[src/rtl/countdown_timer.sv]
// rtl/countdown_timer.sv - mm:ss countdown timer with load/start/stop control
//
// Purpose: counts a loaded MM:SS preset down once per TICK_DIV clock cycles.
// FSM states: IDLE, RUN, PAUSE and EXPIRED. Every output is registered.
//
// Ports:
//   clk              sole clock; all state changes on the rising edge
//   reset            asynchronous active-low reset
//   load             one-cycle pulse: load the preset, clamping each field to 59
//   load_mm/load_ss  preset minutes/seconds
//   start            one-cycle pulse: start from IDLE or resume from PAUSE
//   stop             one-cycle pulse: pause a running count
//   MM/SS            remaining minutes/seconds
//   running          high while in RUN
//   done             one-cycle pulse on the edge the count reaches 00:00
//   expired          high while in EXPIRED
//
// Optional feature: define COUNTDOWN_AUTO_RELOAD_EN to make the count reload
// MM:SS from the preset at 00:00 and stay in RUN, instead of expiring.

module countdown_timer #(
  parameter int unsigned TICK_DIV = 50000000
) (
  input  logic       clk,
  input  logic       reset,
  input  logic       load,
  input  logic [5:0] load_mm,
  input  logic [5:0] load_ss,
  input  logic       start,
  input  logic       stop,
  output logic [5:0] MM,
  output logic [5:0] SS,
  output logic       running,
  output logic       done,
  output logic       expired
);

  localparam int unsigned   PW        = (TICK_DIV > 1) ? $clog2(TICK_DIV) : 1;
  localparam logic [PW-1:0] PRESC_MAX = PW'(TICK_DIV - 1);

  localparam logic [1:0] ST_IDLE    = 2'd0;
  localparam logic [1:0] ST_RUN     = 2'd1;
  localparam logic [1:0] ST_PAUSE   = 2'd2;
  localparam logic [1:0] ST_EXPIRED = 2'd3;

  logic [1:0]    state, state_n;
  logic [PW-1:0] presc, presc_n;
  logic [5:0]    mm_n, ss_n;
  logic [5:0]    dec_mm, dec_ss;
  logic          tick, dec_zero, done_n;

`ifdef COUNTDOWN_AUTO_RELOAD_EN
  // The preset copy is only needed when the count reloads itself; in the
  // default build load drives MM/SS directly and nothing reads it back.
  logic [5:0] pre_mm, pre_ss, pre_mm_n, pre_ss_n;
`endif

  function automatic logic [5:0] clamp59(input logic [5:0] v);
    return (v > 6'd59) ? 6'd59 : v;
  endfunction

  // The tick fires on the edge where the prescaler would wrap to 0, so the
  // first one lands TICK_DIV cycles after entering RUN with a cleared count.
  assign tick = (state == ST_RUN) && (presc == PRESC_MAX);

  // One-second decrement with borrow from minutes; saturates at 00:00.
  always_comb begin
    dec_mm = MM;
    dec_ss = SS;
    if (SS != 6'd0) begin
      dec_ss = SS - 6'd1;
    end else if (MM != 6'd0) begin
      dec_mm = MM - 6'd1;
      dec_ss = 6'd59;
    end
  end

  assign dec_zero = (dec_mm == 6'd0) && (dec_ss == 6'd0);

  always_comb begin
    state_n = state;
    presc_n = presc;
    mm_n    = MM;
    ss_n    = SS;
    done_n  = 1'b0;
`ifdef COUNTDOWN_AUTO_RELOAD_EN
    pre_mm_n = pre_mm;
    pre_ss_n = pre_ss;
`endif
    if (load) begin
      mm_n    = clamp59(load_mm);
      ss_n    = clamp59(load_ss);
      presc_n = '0;
      state_n = ST_IDLE;
`ifdef COUNTDOWN_AUTO_RELOAD_EN
      pre_mm_n = clamp59(load_mm);
      pre_ss_n = clamp59(load_ss);
`endif
    end else begin
      case (state)
        ST_IDLE: begin
          if (!stop && start && (MM != 6'd0 || SS != 6'd0)) begin
            presc_n = '0;
            state_n = ST_RUN;
          end
        end
        ST_RUN: begin
          // A stop edge freezes the prescaler where it is, so a resume
          // finishes the partially elapsed second.
          if (stop) begin
            state_n = ST_PAUSE;
          end else if (tick) begin
            presc_n = '0;
            mm_n    = dec_mm;
            ss_n    = dec_ss;
            if (dec_zero) begin
              done_n  = 1'b1;
`ifdef COUNTDOWN_AUTO_RELOAD_EN
              if (pre_mm != 6'd0 || pre_ss != 6'd0) begin
                mm_n = pre_mm;
                ss_n = pre_ss;
              end else begin
                state_n = ST_EXPIRED;
              end
`else
              state_n = ST_EXPIRED;
`endif
            end
          end else begin
            presc_n = presc + PW'(1);
          end
        end
        ST_PAUSE: begin
          if (!stop && start) begin
            state_n = ST_RUN;
          end
        end
        default: begin
          state_n = state;
        end
      endcase
    end
  end

  always_ff @(posedge clk or negedge reset) begin
    if (!reset) begin
      state   <= ST_IDLE;
      presc   <= '0;
      MM      <= 6'd0;
      SS      <= 6'd0;
      running <= 1'b0;
      done    <= 1'b0;
      expired <= 1'b0;
`ifdef COUNTDOWN_AUTO_RELOAD_EN
      pre_mm  <= 6'd0;
      pre_ss  <= 6'd0;
`endif
    end else begin
      state   <= state_n;
      presc   <= presc_n;
      MM      <= mm_n;
      SS      <= ss_n;
      running <= (state_n == ST_RUN);
      done    <= done_n;
      expired <= (state_n == ST_EXPIRED);
`ifdef COUNTDOWN_AUTO_RELOAD_EN
      pre_mm  <= pre_mm_n;
      pre_ss  <= pre_ss_n;
`endif
    end
  end

endmodule

[config.mk]
export PLATFORM = sky130hd
export DESIGN_NAME = countdown_timer
export DESIGN_NICKNAME = d
export VERILOG_FILES = /design/src/rtl/countdown_timer.sv
export SDC_FILE = /design/constraint.sdc
export NUM_CORES = 1
export LEC_CHECK = 0
export ABC_AREA = 1
export BUFFER_PORTS_ARGS = -buffer_cell sky130_fd_sc_hd__buf_2
export CAP_MARGIN = 20
export CORE_ASPECT_RATIO = 2
export CORE_MARGIN = 2
export CORE_UTILIZATION = 30
export CTS_CLUSTER_SIZE = 25
export DETAILED_ROUTE_END_ITERATION = 10
export SETUP_SLACK_MARGIN = 0.3
export SLEW_MARGIN = 25
export SYNTH_ARGS = -nofsm -noshare
export SYNTH_HDL_FRONTEND = slang
export SYNTH_SLANG_ARGS = --single-unit
[constraint.sdc]
create_clock -name clk -period 3.02 [get_ports clk]
set_input_delay 0.151 -clock clk [delete_from_list [all_inputs] [get_ports clk]]
set_output_delay 0.151 -clock clk [all_outputs]
set_load 0.03 [all_outputs]
After elaboration in Yosys (flattened, before gate mapping)
Index checks and enable logic that the tools add are counted.
Storage, ports and cells
  flip-flop bits (word level): 43
  output and inout bits: 15
Operators by class
  $add $sub $neg: 3
  magnitude comparators: 2
  reduce and logical (&&, ||, !) cells: 16
  eq/ne operators: 8
  muxes and demuxes: 31
Operators with widths (count)
  $mux W26: 4
  $mux W6: 14
  $pmux W26 S2: 1
  $add A26 B1 Y26 const B: 1
  $eq A26 B26 Y1 const B: 1
  $gt A6 B6 Y1 const B: 2
  $logic_not A6 Y1: 2
  $mux W2: 6
  $reduce_bool A6 Y1: 2
  $sub A6 B1 Y6 const B: 2
  $ne A3 B3 Y1 const B: 2
  $pmux W2 S3: 1
  $reduce_and A3 Y1: 2
  $mux W1: 5
  $eq A2 B1 Y1 const B: 2
  $eq A2 B2 Y1 const B: 2
  $logic_and A1 B1 Y1: 4
  $reduce_bool A2 Y1: 2
  $reduce_bool A3 Y1: 1
  $logic_not A2 Y1: 1
  $ne A2 B2 Y1 const B: 1
  $logic_not A1 Y1: 1
  $logic_or A1 B1 Y1: 1

Longest topological paths before layout
Gate-level depths: netlist (run 1).
  depth in word-level cells: 11
  gate-level depth with buffers: 15

Worst setup path after synthesis (run 1)
OpenSTA, ideal clock, no wires.
  path kind: register to register
  start point: register SS[0]
  end point: register presc[12]
  path slack: 1.053 ns
  buffers on the path: 2
  setup time: 0.118 ns
  required time: 2.902 ns
  arrival: 1.849 ns
  stages on the path, launching flop included: 12
  period minus slack after synthesis: 1.967 ns
  path through: dfrtp_1 -> inv_1 -> ha_1 -> nand2_4 -> nor2_8 -> nand3_2 -> nand2_2 -> nand2_4 -> buf_6 -> buf_6 -> nand3_1 -> nand2_1
On the way
  longest elaborated chain between the ends: 5
RTL lines
  start, declared: RTL line 32  | output logic [5:0] SS,
  start signal, assigned: RTL line 162  | SS <= ss_n;
  $reduce_bool A6 Y1: RTL line 102  | if (!stop && start && (MM != 6'd0 || SS != 6'd0)) begin
  $logic_or A1 B1 Y1: RTL line 102
  $logic_and A1 B1 Y1: RTL line 102
  $ne A3 B3 Y1 (no line)
  $reduce_and A3 Y1 (no line)
  end signal, assigned: RTL line 160  | presc <= presc_n;
  end, declared: RTL line 47  | logic [PW-1:0] presc, presc_n;
Every way passes these cells.
A chain may end at the register's enable or synchronous reset.

Worst setup path after layout (run 1)
  start point: register MM[0]
  end point: register presc[22]
On the way
  longest elaborated chain between the ends: 5
RTL lines
  start, declared: RTL line 31  | output logic [5:0] MM,
  start signal, assigned: RTL line 161  | MM <= mm_n;
  $reduce_bool A6 Y1: RTL line 102
  $logic_or A1 B1 Y1: RTL line 102
  $logic_and A1 B1 Y1: RTL line 102
  $ne A3 B3 Y1 (no line)
  $reduce_and A3 Y1 (no line)
Every way passes these cells.

==> results.json, run 1 <==
{
  "outcome": "finished, final reports clean",
  "first_global_vias": 3142,
  "critPathKind": "flop to flop",
  "final_max_slew_viol_count": 0,
  "gp_congestion": 0.9469,
  "maxClockFrequency_mhz": 441.3,
  "chipWidth_microns": 76.16,
  "rsz0062_at_grt": "false",
  "finClkSkew_ps": 12.09,
  "antenna_found_initial": 0,
  "grtUsageTotal_pct": 17.82,
  "crit_path_end_kind": "flop",
  "clkTransAtPathRegs_ps": 70,
  "htreeDepth": 2,
  "p_sw_mw": 0.4766,
  "grt_first_pass_wirelength_mm": 15.67,
  "routed_wl_mm": 9.872,
  "clock-root-buffer": "clkbuf_16",
  "cts_tree": "yes",
  "yosysSeqAreaShare_pct": 34.44,
  "drc": 0,
  "final_cell_mix": "84 x nand2_1, 55 x nor2_1, 43 x dfrtp_1",
  "maxCapViolCount": 0,
  "yosysWarnings": 0,
  "core_area_sq_um": 10150,
  "overflow": 0,
  "portBuffers": 31,
  "num_rows": 52,
  "pwr-share-comb_pct": 20.3,
  "ant_nets": 0,
  "synth_top_area_share_pct": 34.44,
  "postCtsHoldBufs": 0,
  "routedWlPerCell_microns": 16.79,
  "fin_crit_ps": 2266,
  "finalHoldViolCount": 0,
  "dieArea_sq_um": 11300,
  "cp.arrival_ps": 2430,
  "grt_max_degree": 44,
  "required_ps": 3180,
  "num_vias": 3042,
  "synth-seq-cells": 43,
  "hpwl_mm": 7.716,
  "drive_gt1_share_pct": 21.41,
  "critPathMaxStageDelay_ps": 410,
  "power.density_nw_per_um2": 411.5,
  "dr.pass1.iters": 4,
  "multi_input_area_sq_um": 1809,
  "hold_path.class": "input port to flop",
  "setup_viol": 0,
  "clock_sinks": 43,
  "synth_area_per_cell_sq_um": 7.386,
  "areaGrowthSynthToFinish_pct": 13.06,
  "synthCells": 423,
  "crit_family": "simple AND/OR/NAND/NOR gates",
  "intPower_mw": 0.9770,
  "finalPower_mw": 1.454,
  "final_common_cell": "nand2_1",
  "antenna_cells": 0,
  "final_nets": 474,
  "ctsResizeCount": 0,
  "swShare_pct": 32.79,
  "post_cts_buffers": 0,
  "seqCellArea_sq_um": 1076,
  "path_buf_inv": 2,
  "fin_crit_sh_pct": 75.03,
  "clkLatencyLatePin_ps": 300,
  "yosysTopAreaCell": "dfrtp_1",
  "slew_headroom_pct": 57.04,
  "vdd_drop_max_mv": 0.1881,
  "clkPwrFrac_pct": 36.4,
  "setup_tns_ps": 0,
  "clockBufferDepth": 2,
  "worst_pin_slew_ps": 644.3,
  "fp.dieH_microns": 148.3,
  "num-fill-cells": 1115,
  "power_frac_seq_pct": 43.4,
  "io_pins": 32,
  "netlist-cell-type-count": 41,
  "final_util_pct": 34.80,
  "drt_iter0_markers": 154,
  "power.leakage_nw": 1.458,
  "syn_area_sq_um": 3124,
  "synthTopCellsByArea": "dfrtp_1 34%, nand2_1 10%, nor2_1 6.6%",
  "start_kind": "flop",
  "avgViaCountPerCell": 5.173,
  "initial_utilization_pct": 30.78,
  "cp_max_fo": 28,
  "critical_path.slowest_cell": "dfrtp_1",
  "crit_chain": "inv_1 > ha_1 > nand2_1 > nor2_2 > nand3_2 > nand2_2 > nand2_4 > clkinv_4 > nor2_4 > nor2_1",
  "synth_nets": 443,
  "cts_made_buffers": 5
}
[power groups by stage]
stage	registers [mW]	logic [mW]	clock network [mW]
floorplan	0.673	0.170	0
global placement	0.639	0.290	0
detailed placement	0.641	0.293	0
CTS	0.630	0.293	0.539
global route	0.633	0.323	0.560
finish	0.630	0.294	0.529
[layout make-up]
type	instances	area share (%)
timing repair buffer	33	4.959
tap	135	4.782
multi-input combinational	327	51.22
clock inverter	1	0.2125
sequential	43	30.46
inverter	44	4.818
clock buffer	5	3.542
[routing by layer]
metal,share of wire [%],global-route usage (%),vias up
met5,0,0,-
met3,2.5,1.881,33
li1,-,-,1465
met4,5.5,11.55,0
met1,32,15.55,1472
met2,60,37.01,72
[flip-flops by register name, summed over array words and instances, names as in the netlist]
name / flops
done: 1
MM: 6
state: 2
running: 1
SS: 6
expired: 1
presc: 26
[stage by stage]
| stage | setup WS, ps | cells | hold slack [ps] | cell area (sq um) |
|---|---|---|---|---|
| detailed placement | 758.8 | 581 | 391.3 | 3387 |
| global placement | 832.1 | 581 | 375.9 | 3387 |
| global route | 522.6 | 588 | 129.9 | 3532 |
| floorplan | 1053 | 423 | -144.6 | 3124 |
| finish | 754.0 | 588 | 109.6 | 3532 |
| CTS | 751.4 | 587 | 83.44 | 3520 |
[synthesized netlist by cell type (all sizes together)]
cell type	number
nand3	42
nand2	98
nand4	10
or3	1
o22ai	4
xnor2	4
a22oi	1
clkinv	1
dfrtp	43
and3	1
nor3	29
o211ai	3
nor2	73
xor2	14
nor4	6
a21oi	12
inv	43
a31oi	5
buf	7
o21a	1
o41ai	1
clkbuf	2
o21ai	18
mux2i	1
ha	3
[cells by family after synthesis]
logic type / share of synthesized area, %
simple gates: 42.73
buf+inv: 7.649
compound gates: 8.610
flops: 34.44
xor+xnor: 5.046
fa+ha+maj: 1.202
mux: 0.3204
[final timing paths]
check | endpoint | cells past startpoint | slack, ps | from
hold / removal | MM[3] | 3 | 110 | load_mm[3]
hold reg to reg | presc[1] | 2 | 530 | presc[1]
setup reg to reg | presc[22] | 10 | 750 | MM[0]
setup / recovery | presc[22] | 10 | 750 | MM[0]
max in group asynchronous | presc[13] | 2 | 2190 | reset
min in group asynchronous | presc[10] | 2 | 400 | reset
[tightest hold or removal path: stages]
cell	delay, ps
buf_2	100
o21ai_1	50
o21ai_0	60
No activity file was read; power rests on OpenSTA's default activity.
==> run 2, diff against run 1 <==
==> constraint.sdc (replaced) <==
create_clock -name clk -period 2 [get_ports clk]
set_input_delay 0.1 -clock clk [delete_from_list [all_inputs] [get_ports clk]]
set_output_delay 0.1 -clock clk [all_outputs]
set_load 0.03 [all_outputs]
==> run 2 against run 1 <==
- first-iteration DRC count increased by 48%
- sequential power increased by 50%
- register-to-register slack got worse by 630 ps
==> results.json, run 2 (same netlist as run 1, synthesis figures left out) <==
{
  "outcome": "finished, final reports clean",
  "finalHoldViolCount": 0,
  "overflow": 0,
  "core_area_sq_um": 10150,
  "final_common_cell": "nand2_1",
  "portBuffers": 31,
  "hpwl_mm": 7.796,
  "fin_crit_ps": 1875,
  "cts_tree": "yes",
  "cts_made_buffers": 5,
  "drc": 0,
  "clock-root-buffer": "clkbuf_16",
  "antenna_cells": 0,
  "num_rows": 52,
  "setup_tns_ps": 0,
  "hold_path.class": "input port to flop",
  "rsz0062_at_grt": "true",
  "clockBufferDepth": 2,
  "start_kind": "flop",
  "placed_area_sq_um": 3660,
  "initial_utilization_pct": 30.78,
  "gp_congestion": 0.9126,
  "vdd_drop_max_mv": 0.3955,
  "setup_viol": 0,
  "chipWidth_microns": 76.16,
  "largest_register_ff_count": 26,
  "grtUsageTotal_pct": 19.29,
  "slew_headroom_pct": 66.12,
  "required_ps": 2170,
  "power.leakage_nw": 1.864,
  "maxCapViolCount": 0,
  "cp_max_fo": 12,
  "critPathKind": "flop to flop",
  "final_max_slew_viol_count": 0,
  "power.density_nw_per_um2": 598.0,
  "clock_sinks": 43,
  "place_ws_ps": 33.19,
  "first_global_vias": 3493,
  "clkLatencyLatePin_ps": 300,
  "reg.largest.list": "presc (26), MM (6), SS (6)",
  "num_vias": 3397,
  "fin_crit_sh_pct": 93.76,
  "cp.arrival_ps": 2040,
  "setup_slack_ps": 124.7,
  "fin_area_sq_um": 4638,
  "finClkSkew_ps": 11.13,
  "drive_gt1_share_pct": 46.02,
  "drt_iter0_markers": 228,
  "dieArea_sq_um": 11300,
  "ant_nets": 0,
  "min_path_cells": 3,
  "final_nets": 534,
  "routedWlPerCell_microns": 16.90,
  "clkTransAtPathRegs_ps": 60,
  "maxClockFrequency_mhz": 533.3,
  "grt_max_degree": 25,
  "rr_worst_depth": 11,
  "final_cell_mix": "62 x nand2_1, 48 x nor2_1, 45 x buf_4",
  "antenna_found_initial": 0,
  "htreeDepth": 2,
  "avgViaCountPerCell": 5.226,
  "routed_wl_mm": 10.99,
  "fp.dieH_microns": 148.3,
  "areaGrowthSynthToFinish_pct": 48.46,
  "top_register": "presc",
  "crit_path_end_kind": "flop",
  "grt_first_pass_wirelength_mm": 16.99,
  "io_pins": 32,
  "worst_pin_slew_ps": 508.1,
  "dr.pass1.iters": 4
}
[run 2: changes by cell type in the layout (fill, tap and decap cells not counted), sizes merged]
cell,before,now
buf,32,90
bufinv,0,2
clkbuf,5,6
nor2,73,74
[run 2: area by class of cell]
class	instances	area, sq um
tap	135	168.9
inverter	44	182.7
clock buffer	5	125.1
multi-input combinational	328	2250
timing repair buffer	92	757.0
clock inverter	3	67.56
fill	992	5512
sequential	43	1087
[run 2: path summary, 6_finish.rpt]
check                            end  slack, ps  startpoint
setup / recovery            presc[9]        120    presc[0]
hold / removal                 MM[3]         50  load_mm[3]
setup reg to reg            presc[9]        120    presc[0]
hold reg to reg            presc[15]        570   presc[15]
max in group asynchronous  presc[11]        930       reset
min in group asynchronous  presc[17]        310       reset
[run 2: layer usage]
| metal | track usage [%] | wire length, microns | share of wire (%) | up-vias |
|---|---|---|---|---|
| li1 | - | - | - | 1587 |
| met1 | 16.11 | 3344 | 30 | 1629 |
| met2 | 38.21 | 6372 | 58 | 119 |
| met3 | 2.184 | 326 | 3.0 | 62 |
| met4 | 17.82 | 942 | 8.6 | 0 |
| met5 | 0 | 0 | 0 | - |
[run 2: repair_timing]
item                                    CTS  global route
resized for setup                        42            68
buffers inserted                         20             8
endpoints found under the setup margin   42            42
hold buffers                              1             0
hold endpoints to repair                 19             0
gates cloned                              3             1
pin swaps                                24            28
[run 2: through the flow]
stage | instances | hold slack, ps | utilization [%] | total power [mW]
after floorplan | 423 | -195.6 | - | 1.292
after global routing | 650 | 97.10 | 45.70 | 2.886
after CTS | 641 | 55.75 | 42.06 | 2.717
final | 650 | 53.21 | 45.70 | 2.774
after detailed placement | 609 | 95.33 | 36.06 | 1.511
after global placement | 609 | 96.01 | 36.06 | 1.503
[run 2: power breakdown]
| part | switching [mW] | total (mW) | internal [mW] |
|---|---|---|---|
| logic | 0.447 | 0.751 | 0.304 |
| clock network | 0.362 | 1.08 | 0.716 |
| registers | 0.0411 | 0.945 | 0.904 |
| total | 0.850 | 2.77 | 1.92 |
[run 2: critical path, stage by stage (launching register included)]
cell	delay [ps]
dfrtp_1	400
ha_4	180
nand2_4	50
nor2_4	100
buf_4	160
nand4_1	150
nor2_4	150
nor3_2	50
buf_4	180
nor2_4	110
buf_12	160
nor3_4	50
==> run 3, diff against run 2 <==
--- a/config.mk
+++ b/config.mk
@@ -9,7 +9,6 @@
 export BUFFER_PORTS_ARGS = -buffer_cell sky130_fd_sc_hd__buf_2
 export CAP_MARGIN = 20
 export CORE_ASPECT_RATIO = 2
-export CORE_MARGIN = 2
 export CORE_UTILIZATION = 30
 export CTS_CLUSTER_SIZE = 25
 export DETAILED_ROUTE_END_ITERATION = 10
==> run 3 against run 2 <==
- sequential cell count did not move
- die area fell by 3.9%
- sequential share of layout area rose by 0.89 points
- core utilization fell by 1.7 points
- combinational power fell by 8.4%
- cell area fell by 3.7%
- clock power fell by 21%
- fmax fell by 0.93%
- largest power group is now sequential cells
==> results.json, run 3 (same netlist as run 1, synthesis figures left out) <==
{
  "worstHoldStart": "load_mm[3]",
  "clkTransAtPathRegs_ps": 60,
  "clkLatencyLatePin_ps": 290,
  "vdd_drop_max_mv": 0.3382,
  "outcome": "finished, final reports clean",
  "reg.largest.list": "presc (26), MM (6), SS (6)",
  "grt_max_degree": 23,
  "final_nets": 548,
  "hold-path-endpoint": "MM[3]",
  "fin_area_sq_um": 4468,
  "largest_register_ff_count": 26,
  "cts_made_buffers": 5,
  "routed_wl_mm": 10.83,
  "rsz0062_at_grt": "true",
  "power_frac_seq_pct": 37.9,
  "clockBufferDepth": 2,
  "swShare_pct": 32.51,
  "maxCapViolCount": 0,
  "fin_crit_ps": 1893,
  "power.density_nw_per_um2": 555.8,
  "crit_path_end_kind": "flop",
  "drc": 0,
  "num_vias": 3381,
  "min_path_cells": 3,
  "setup_slack_ps": 107.1,
  "first_global_vias": 3437,
  "top_register": "presc",
  "final_util_pct": 44.02,
  "p_sw_mw": 0.8073,
  "r2r_slack_ps": 110,
  "critical_path.slowest_cell": "dfrtp_2",
  "cp.arrival_ps": 2080,
  "finalHoldViolCount": 0,
  "critPathKind": "flop to flop",
  "antenna_cells": 0,
  "initial_utilization_pct": 30.78,
  "r2r_start": "MM[1]",
  "setup_viol": 0,
  "pwr-share-comb_pct": 27.7,
  "slew_headroom_pct": 61.48,
  "critPathMaxStageDelay_ps": 400,
  "rr_worst_depth": 15,
  "avgViaCountPerCell": 5.092,
  "htreeDepth": 2,
  "start_kind": "flop",
  "crit_chain": "inv_2 > ha_4 > nand2_2 > nor2_4 > buf_4 > nand3_4 > buf_4 > nand2_1 > nor2_2 > nor2_2 > nand3_1 > nand2_1 > nand2_2 > nand2_1 > nor2_1",
  "drive_gt1_share_pct": 43.86,
  "hold_path.class": "input port to flop",
  "reg2reg_to": "running",
  "areaGrowthSynthToFinish_pct": 43.01,
  "fp.dieH_microns": 146.3,
  "overflow": 0,
  "maxClockFrequency_mhz": 528.3,
  "required_ps": 2190,
  "gp_congestion": 0.9210,
  "dr.pass1.iters": 4,
  "cts_tree": "yes",
  "clkPwrFrac_pct": 34.4,
  "chipWidth_microns": 74.16,
  "final_cell_mix": "69 x nand2_1, 64 x buf_4, 46 x nor2_1",
  "routedWlPerCell_microns": 16.31,
  "ant_nets": 0,
  "startpoint": "MM[1]",
  "critPathMostFrequentCell": "nand2_1",
  "grtUsageTotal_pct": 20.28,
  "hpwl_mm": 8.154,
  "clock_sinks": 43,
  "drt_iter0_markers": 114,
  "portBuffers": 31,
  "finClkSkew_ps": 7.370,
  "placed_area_sq_um": 3787,
  "power.leakage_nw": 1.949,
  "worst_pin_slew_ps": 577.8,
  "place_ws_ps": 64.54,
  "io_pins": 32,
  "final_max_slew_viol_count": 0,
  "intPower_mw": 1.676,
  "final_common_cell": "nand2_1",
  "grt_first_pass_wirelength_mm": 16.17,
  "core_area_sq_um": 10150,
  "cp_max_fo": 3,
  "num_rows": 52,
  "clock-root-buffer": "clkbuf_16",
  "fin_crit_sh_pct": 94.65,
  "dieArea_sq_um": 10850,
  "antenna_found_initial": 0
}
run 3: worst max-delay path: cells and delay by family (launching register included):
kind / cells / cell delay [ps]
simple gates: 11 / 880
flops: 1 / 400
buf+inv: 3 / 370
fa+ha+maj: 1 / 140
run 3: power groups by stage:
| stage | Combinational (mW) | Clock (mW) | Sequential [mW] |
|---|---|---|---|
| finish | 0.688 | 0.855 | 0.941 |
| global route | 0.744 | 0.894 | 0.943 |
| CTS | 0.655 | 0.865 | 0.940 |
| global placement | 0.570 | 0 | 0.955 |
| detailed placement | 0.578 | 0 | 0.957 |
| floorplan | 0.270 | 0 | 1.02 |
run 3: layout make-up:
type	count	area (sq um)
Clock buffer	7	142.6
Clock inverter	1	5.005
Fill cell	1039	5682
Inverter	44	180.2
Multi-Input combinational cell	328	2108
Sequential cell	43	1087
Tap cell	135	168.9
Timing Repair Buffer	106	775.7
run 3: per-stage QoR:
| stage | cells | power, mW | setup TNS, ps | hold slack [ps] |
|---|---|---|---|---|
| floorplan | 423 | 1.292 | 0 | -195.6 |
| global placement | 626 | 1.525 | 0 | 125.8 |
| detailed placement | 626 | 1.535 | 0 | 123.3 |
| CTS | 655 | 2.460 | 0 | 59.38 |
| global route | 664 | 2.581 | -35.03 | 78.49 |
| finish | 664 | 2.483 | 0 | 68.19 |
run 3: worst max path at each step:
stage                end  depth (start not counted)  slack, ps
2_1_floorplan  presc[12]                         11        230
3_5_place_dp     running                         14         60
6_report         running                         15        110
5_1_grt            SS[3]                         12        -20
3_3_place_gp     running                         14         90
4_1_cts          running                         16        140
run 3: metal layers:
layer | global-route usage (%) | vias to the layer above | routed length [microns]
li1 | - | 1610 | -
met1 | 16.01 | 1603 | 3303
met2 | 40.45 | 111 | 6265
met3 | 2.484 | 57 | 313
met4 | 15.67 | 0 | 947
met5 | 0 | - | 0
run 3: what timing repair did:
| item | CTS | global route |
|---|---|---|
| hold buffers | 1 | 0 |
| setup buffers | 20 | 8 |
| endpoints found under the setup margin | 42 | 42 |
| hold endpoints to repair | 20 | 0 |
| pin swaps | 24 | 20 |
| gates resized for setup | 29 | 48 |
| gates cloned | 0 | 1 |
